==> src/rtl/div_seq.sv <==
// div_seq -- iterative restoring divider, one quotient bit per clock, MSB first.
//
// Computes q = floor(a / b) and r = a mod b for an unsigned 2N-bit dividend
// and N-bit divisor. A divide by zero returns q = all ones, r = 0, dz = 1.
// The operand handshake is valid/ready, and so is the result handshake.
// The result registers keep the last delivered result until the next
// result or a reset.
//
// Build option:
//   DIV_SEQ_DZ_FAST_EN  when defined, a zero divisor goes straight from the
//                       accept edge to DONE. When undefined, a zero divisor
//                       runs the full 2N-cycle BUSY phase like any other
//                       operand pair.
//
// Ports:
//   clk        rising-edge clock
//   rst        synchronous active-high reset
//   in_valid   operand pair on a/b is valid
//   in_ready   block can accept an operand pair (IDLE only)
//   a          unsigned dividend, 2N bits
//   b          unsigned divisor, N bits
//   out_valid  result on q/r/dz is valid (DONE only)
//   out_ready  consumer accepts the result
//   q          quotient, 2N bits
//   r          remainder, N bits
//   dz         divide-by-zero flag
//
// state | meaning
// IDLE  | waiting for an operand pair, in_ready = 1
// BUSY  | resolving one quotient bit per cycle, 2N cycles
// DONE  | result presented, out_valid = 1, held until out_ready

module div_seq #(
  parameter int N = 8
) (
  input  logic           clk,
  input  logic           rst,
  input  logic           in_valid,
  output logic           in_ready,
  input  logic [2*N-1:0] a,
  input  logic [N-1:0]   b,
  output logic           out_valid,
  input  logic           out_ready,
  output logic [2*N-1:0] q,
  output logic [N-1:0]   r,
  output logic           dz
);

  typedef enum logic [1:0] {IDLE, BUSY, DONE} state_t;

  localparam int            CW   = $clog2(2*N);
  localparam logic [CW-1:0] LAST = CW'(2*N-1);

  state_t         state, state_nxt;
  logic [CW-1:0]  cnt;
  logic [2*N-1:0] a_sh;
  logic [N-1:0]   b_reg;
  logic [N:0]     rem;
  logic [N:0]     rem_shift;
  logic [N:0]     rem_nxt;
  logic           ge;
  logic [2*N-1:0] a_nxt;

  // Restoring step. The dividend shifts out from its MSB into the partial
  // remainder, and the quotient bits shift in at its LSB. After 2N steps,
  // a_sh holds the quotient. If rem[N] is set, the shifted value is already
  // at least 2^(N+1), which is larger than any divisor. The N+1-bit
  // difference is still exact, because the true result is below b.
  always_comb begin
    rem_shift = {rem[N-1:0], a_sh[2*N-1]};
    ge        = rem[N] | (rem_shift >= {1'b0, b_reg});
    rem_nxt   = ge ? (rem_shift - {1'b0, b_reg}) : rem_shift;
    a_nxt     = {a_sh[2*N-2:0], ge};
  end

  always_ff @(posedge clk) begin
    if (rst) state <= IDLE;
    else     state <= state_nxt;
  end

  always_comb begin
    state_nxt = state;
    in_ready  = 1'b0;
    out_valid = 1'b0;
    case (state)
      IDLE: begin
        in_ready = 1'b1;
        if (in_valid) begin
`ifdef DIV_SEQ_DZ_FAST_EN
          state_nxt = (b == '0) ? DONE : BUSY;
`else
          state_nxt = BUSY;
`endif
        end
      end
      BUSY: begin
        if (cnt == LAST) state_nxt = DONE;
      end
      DONE: begin
        out_valid = 1'b1;
        if (out_ready) state_nxt = IDLE;
      end
      default: state_nxt = IDLE;
    endcase
  end

  always_ff @(posedge clk) begin
    if (rst) begin
      cnt   <= '0;
      a_sh  <= '0;
      b_reg <= '0;
      rem   <= '0;
      q     <= '0;
      r     <= '0;
      dz    <= 1'b0;
    end else begin
      case (state)
        IDLE: begin
          if (in_valid) begin
            a_sh  <= a;
            b_reg <= b;
            rem   <= '0;
            cnt   <= '0;
`ifdef DIV_SEQ_DZ_FAST_EN
            if (b == '0) begin
              q  <= '1;
              r  <= '0;
              dz <= 1'b1;
            end
`endif
          end
        end
        BUSY: begin
          a_sh <= a_nxt;
          rem  <= rem_nxt;
          cnt  <= cnt + 1'b1;
          if (cnt == LAST) begin
            // A zero divisor runs through the iterations, and the
            // garbage it produces is replaced with the fixed result here.
            if (b_reg == '0) begin
              q  <= '1;
              r  <= '0;
              dz <= 1'b1;
            end else begin
              q  <= a_nxt;
              r  <= rem_nxt[N-1:0];
              dz <= 1'b0;
            end
          end
        end
        default: ;
      endcase
    end
  end

endmodule

==> config.mk <==
export PLATFORM = sky130hd
export DESIGN_NAME = div_seq
export DESIGN_NICKNAME = d
export VERILOG_FILES = /design/src/rtl/div_seq.sv
export SDC_FILE = /design/constraint.sdc
export NUM_CORES = 1
export LEC_CHECK = 0
export CAP_MARGIN = 20
export CELL_PAD_IN_SITES_DETAIL_PLACEMENT = 0
export CELL_PAD_IN_SITES_GLOBAL_PLACEMENT = 1
export CORE_ASPECT_RATIO = 0.8
export CORE_MARGIN = 2
export CORE_UTILIZATION = 39
export CTS_CLUSTER_DIAMETER = 150
export DETAILED_ROUTE_END_ITERATION = 10
export GPL_TIMING_DRIVEN = 0
export PLACE_DENSITY = 0.87
export SYNTH_ARGS = -nofsm -noshare
export SYNTH_HDL_FRONTEND = slang
export SYNTH_SLANG_ARGS = --single-unit
==> constraint.sdc <==
create_clock -name clk -period 2.3 [get_ports clk]
set_clock_uncertainty 0.1 [all_clocks]
set_input_delay 0.46 -clock clk [delete_from_list [all_inputs] [get_ports clk]]
set_output_delay 0.46 -clock clk [all_outputs]
set_load 0.05 [all_outputs]
* After elaboration in Yosys (flattened, before gate mapping)
Index checks and enable logic that the tools add are counted.
Widths: inputs -> output; s select.
** Cells by class
- Add/sub/neg operators :: 2
- $mul :: 0
- Div/mod/pow operators :: 0
- Magnitude comparators :: 1
- Equality and inequality tests :: 6
- Shift operators :: 0
- Mux-type cells :: 16
- Bitwise gates (word level) :: 1
- Reductions and logical operators :: 7
** Operator list (number)
- $mux 16 :: 2
- $pmux 16 s2 :: 1
- $mux 9 :: 2
- $pmux 9 s2 :: 1
- $ge 9x8->1 :: 1
- $sub 9x8->9 :: 1
- $logic_not 8->1 :: 1
- $mux 8 :: 1
- $pmux 4 s2 :: 1
- $mux 2 :: 3
- $ne 2x2->1 const B :: 3
- $pmux 2 s3 :: 1
- $reduce_and 2->1 :: 3
- $add 4x1->4 const B :: 1
- $eq 4x4->1 const B :: 1
- $mux 4 :: 1
- $mux 1 :: 3
- $reduce_and 3->1 :: 1
- $eq 2x1->1 const B :: 1
- $eq 2x2->1 const B :: 1
- $logic_not 2->1 :: 1
- $reduce_bool 2->1 :: 1
- $or 1x1->1 :: 1
** Word-level totals
- Flip-flop bits (word level) :: 64
- Latch bits :: 0
- Bits in writable memories :: 0
- Memory bits (read-only) :: 0
- Output and inout port bits :: 27
- Word-level logic and storage cells :: 41
- Memories kept :: 0

* Longest topological paths before layout
- Depth after elaboration :: 4
- Depth in mapped cells :: 9
- Mapped depth without buffers :: 9

* Worst setup path before layout
No wires, ideal clock.
- Path kind :: reg2reg
- From :: register state[0]
- To :: register a_sh[10]
- Setup time :: 0.091 ns
- Data arrival time :: 1.925 ns
- Required time :: 2.109 ns
- Path slack :: 0.184 ns
- Cell stages (with the launch flop) :: 7
- Path buffers :: 2
- Period minus slack after synthesis :: 2.116 ns
- Cells stage by stage :: dfxtp_1 > nor2_1 > and2_1 > clkbuf_1 > buf_2 > nand2_1 > a311oi_1
** Between the ends
- Longest elaborated chain between the ends :: 3
- Elaborated cells between the ends (all ways) :: 6
** RTL lines
- start: declaration :: line 54 : state_t state, state_nxt;
- start signal: assignment :: line 78 : else state <= state_nxt;
- $eq 2x1->1 / $logic_not 2->1 (equally long branches) :: line 117 : case (state)
- $reduce_bool 2->1 (no line) / $ne 2x2->1 (equally long branches)
- $reduce_and 2->1 (no line)
- end signal: assignment :: line 134 : a_sh <= a_nxt;
- end: declaration :: line 56 : logic [2*N-1:0] a_sh;
Several ways; a longest one is shown, not always the timed one.
A chain may end at the register's enable or synchronous reset.

* Worst setup path after layout
- From :: register a_sh[15]
- To :: register rem[8]
** Between the ends
- Longest elaborated chain between the ends :: 4
- Elaborated cells between the ends (all ways) :: 5
** RTL lines
- $ge 9x8->1 :: line 71 : ge = rem[N] | (rem_shift >= {1'b0, b_reg});
- $or 1x1->1 :: line 71
- $mux 9 * :: line 72 : rem_nxt = ge ? (rem_shift - {1'b0, b_reg}) : rem_shift;
- $pmux 9 s2 * :: line 117
- end signal: assignment :: line 135 : rem <= rem_nxt;
- end: declaration :: line 58 : logic [N:0] rem;
Mark *: on every way between the ends. The rest lies on a longest branch, timed or not.

==> out/results.txt <==
The number of distinct library cells after synthesis came out at 57. The share of synthesized flip-flops with an asynchronous set or reset is 0. Among the stages of the critical path, the cell type that occurs most often is inv_1. For the worst setup path, the data arrival time is 2.35 ns. The area growth from synthesis to layout was 27.75%. TritonCTS built the clock tree. The clock transition at the registers of the reported paths came out at 0.07 ns. For this run, the slowest stage of the critical path takes 0.41 ns. Dividing total power by cell area gives a power density of 972.7 nW/µm². After detailed routing, the total wire length is 8.039 mm. Yosys mapped a number of flops with a built-in enable equal to 0.

The share of cells above drive strength 1 works out to 0.1147. For this design, the slowest cell found on the critical path is dfxtp_1. For the post-placement cell count, the log shows 554. The top cell types in the final layout, fill and taps aside, are 77 x nand2_1, 65 x nor2_1, 64 x dfxtp_1.

The logs give 7874 µm² for the area of the core region and 13 for the largest net degree at the start of global routing. VDD sags by at most 0.5080 mV. Traced cell by cell, the critical path runs through inv_1 -> ha_1 -> inv_1 -> fa_1 -> a211oi_2 -> nor3b_2 -> o21ai_1 -> xor2_1 -> a32o_1. The die is 104.4 µm wide. Setup repair after global routing could not meet its margin everywhere. The total number of H-tree levels was 3; the via count of the first global-routing pass was 2681. Routability-driven placement finished with a final weighted congestion of 0.8516.

The CTS buffer count is 9. For the warning count from the yosys run, the log shows 0. The repair_antennas step left the layout with diodes totalling 0. The path class of the tightest hold or removal check is reg -> reg. Dividing the detail-routed via count by the number of cells gives 5.225.

The die is 84.30 µm tall. In this run the cell area measured after placement is 3809 µm². The average footprint of a synthesized cell works out to 7.997 µm².

The share of the clock period used by the worst path was 0.9577. The synthesis-stage register bit count is 64, and the wire length of the first global-routing pass is 13.35 mm. The final-report max-slew violation count was 0; the number of antenna violations at the first check in global routing was 0. In the synthesized netlist the dominant register cell turns out to be dfxtp_1. The multi-input combinational cells in the finished layout cover a total of 1750 µm². Buffers placed on the I/O ports in this run total 53. The number of sinks handled by clock tree synthesis was 64; the upper clock frequency limit was 454.0 MHz. After the first detailed-routing iteration, the DRC count stood at 197. The slew at the pin closest to its max-slew limit came out at 0.6195 ns. The full die area is 8798 µm².

In this run the cell area of the synthesized design comes to 3143 µm². The flow ran to the end, and the final reports show no timing, DRC or antenna violations. The logs give 55 for the number of top-level design ports and 0.35 ns for the clock latency on the worst-skew pair. The logs give 2 for the largest buffer count on any clock path and 0 for the remaining global-route overflow.

At the worst endpoint, the required time is 2.44 ns. The number of detailed-routing iterations run before antenna repair is 4, and the standby leakage power is 1.504 nW. The root buffer cell chosen for the clock tree is clkbuf_8.

Across all layers, the routed design uses 2978 vias. The total half-perimeter wirelength after legalization and detailed placement was 6.029 mm; the number of max-capacitance violations reported was 0. Commonest non-fill, non-tap cell in the layout: nand2_1.

Quantity of hold-fixing buffers added after cts: 0. The number of fill cells in the layout is 807, and the cell area after layout is 4015 µm². Setup violations remaining at the end of the flow were counted as 0. The tools report the relative slew slack as 0.5854. Critical path launch point type: a register. The critical path in this run is classified as reg -> reg.

The logs give 0.3992 for the initial cell density of the core and 29 for the number of core rows. The final layout contains 495 nets. For the total track usage, the log shows 0.1904. The sequential element share of the synthesized area is 0.4076. The number of nets in the synthesized netlist is 431. Synthesis handed over a netlist of 393 instances. After detailed routing, the number of remaining DRC violations is 0. The worst path in the final design needs a cycle of 2.203 ns, including I/O delays and setup. The routed length per placed instance was 14.10 µm; the final standard cell count with taps included and fillers excluded was 570. The largest registers in the layout are a_sh: 16 flops, q: 16 flops, rem: 9 flops.

The critical path capture point type was a register. The tools report the sequential cell area as 1281 µm². The logs give 0 for the count of antenna-violating nets left after detailed routing and 0 for the number of hold violations in the final report.

In this run the worst path has a maximum fanout of 4.
-- what timing repair did --
action / CTS / global route
setup endpoints to repair: 3 / 10
pin swaps: 0 / 0
gates resized for setup: 4 / 7
setup buffers: 0 / 0
-- per-layer routing --
metal / global-route usage / vias up / part of all wire
li1: - / 1500 / -
met2: 0.2555 / 86 / 0.40
met4: 0.07125 / 0 / 0.015
met1: 0.2900 / 1381 / 0.53
met5: 0 / - / 0
met3: 0.04581 / 11 / 0.055
-- critical path: cells and delay by family, from the launching register on --
| family | cells | cell delay (ns) |
|---|---|---|
| AOI/OAI and AO/OA | 3 | 0.50 |
| xor gates and xnor gates | 1 | 0.17 |
| adders and majority gates | 2 | 0.44 |
| buffers and inverters | 2 | 0.13 |
| DFF | 1 | 0.41 |
| and+or+nand+nor | 1 | 0.35 |
-- stage by stage --
stage                     utilization  setup TNS (ns)  power (W)  worst slack (ns)  hold WS, ns
after floorplan                     -               0   0.002531            0.1840       0.3515
after global placement         0.4837        -0.08667   0.002934          -0.05219       0.3391
after detailed placement       0.4837         -0.1116   0.002952          -0.06255       0.3444
after CTS                      0.5064               0   0.003810           0.06405       0.3548
after global routing           0.5099        -0.07674   0.004147          -0.04137       0.3679
final                          0.5099               0   0.003906           0.09731       0.3472
-- cells by family after synthesis --
family | count (synthesis) | synth area share
AND/OR/NAND/NOR | 199 | 0.2870
flip-flops | 64 | 0.4076
adder cells (fa/ha/maj) | 10 | 0.04220
AO/OA/AOI/OAI | 82 | 0.2006
buffers and inverters | 33 | 0.04737
multiplexers | 2 | 0.006767
XOR/XNOR | 3 | 0.008361
-- final timing paths --
| path | start | end | slack [ns] | cells after the start |
|---|---|---|---|---|
| hold / removal | r[5] | r[5] | 0.35 | 2 |
| setup / recovery | a_sh[15] | rem[8] | 0.1 | 9 |
| setup reg to reg | a_sh[15] | rem[8] | 0.1 | 9 |
| hold reg to reg | r[5] | r[5] | 0.35 | 2 |
-- cell type report --
cell class,count,share of cell area
multi-input combinational,296,0.4360
sequential,64,0.3191
timing repair buffer,53,0.1315
tap,108,0.03366
clock buffer,9,0.03085
buffer,21,0.02586
clock inverter,7,0.01184
inverter,12,0.01122
-- synthesized netlist by cell type, types with 5 or more instances --
master | n | share of area
nand2_1 | 77 | 0.092
nor2_1 | 65 | 0.078
dfxtp_1 | 64 | 0.41
nor3_1 | 19 | 0.030
a311oi_1 | 16 | 0.045
a21oi_1 | 14 | 0.022
clkbuf_1 | 12 | 0.014
inv_1 | 12 | 0.014
o211ai_1 | 10 | 0.024
ha_1 | 9 | 0.036
o21ai_0 | 9 | 0.014
nand4_1 | 7 | 0.014
buf_2 | 5 | 0.0080
nor2b_1 | 5 | 0.010
-- report_power, final --
group / leakage, nW / internal (W) / total (W) / switching [W]
Clock: 0.0854 / 0.000389 / 0.000849 / 0.000459
Sequential: 0.521 / 0.00120 / 0.00131 / 0.000107
Combinational: 0.897 / 0.000696 / 0.00175 / 0.00106
Total: 1.50 / 0.00228 / 0.00391 / 0.00162
No activity file was read; power rests on OpenSTA's default activity.
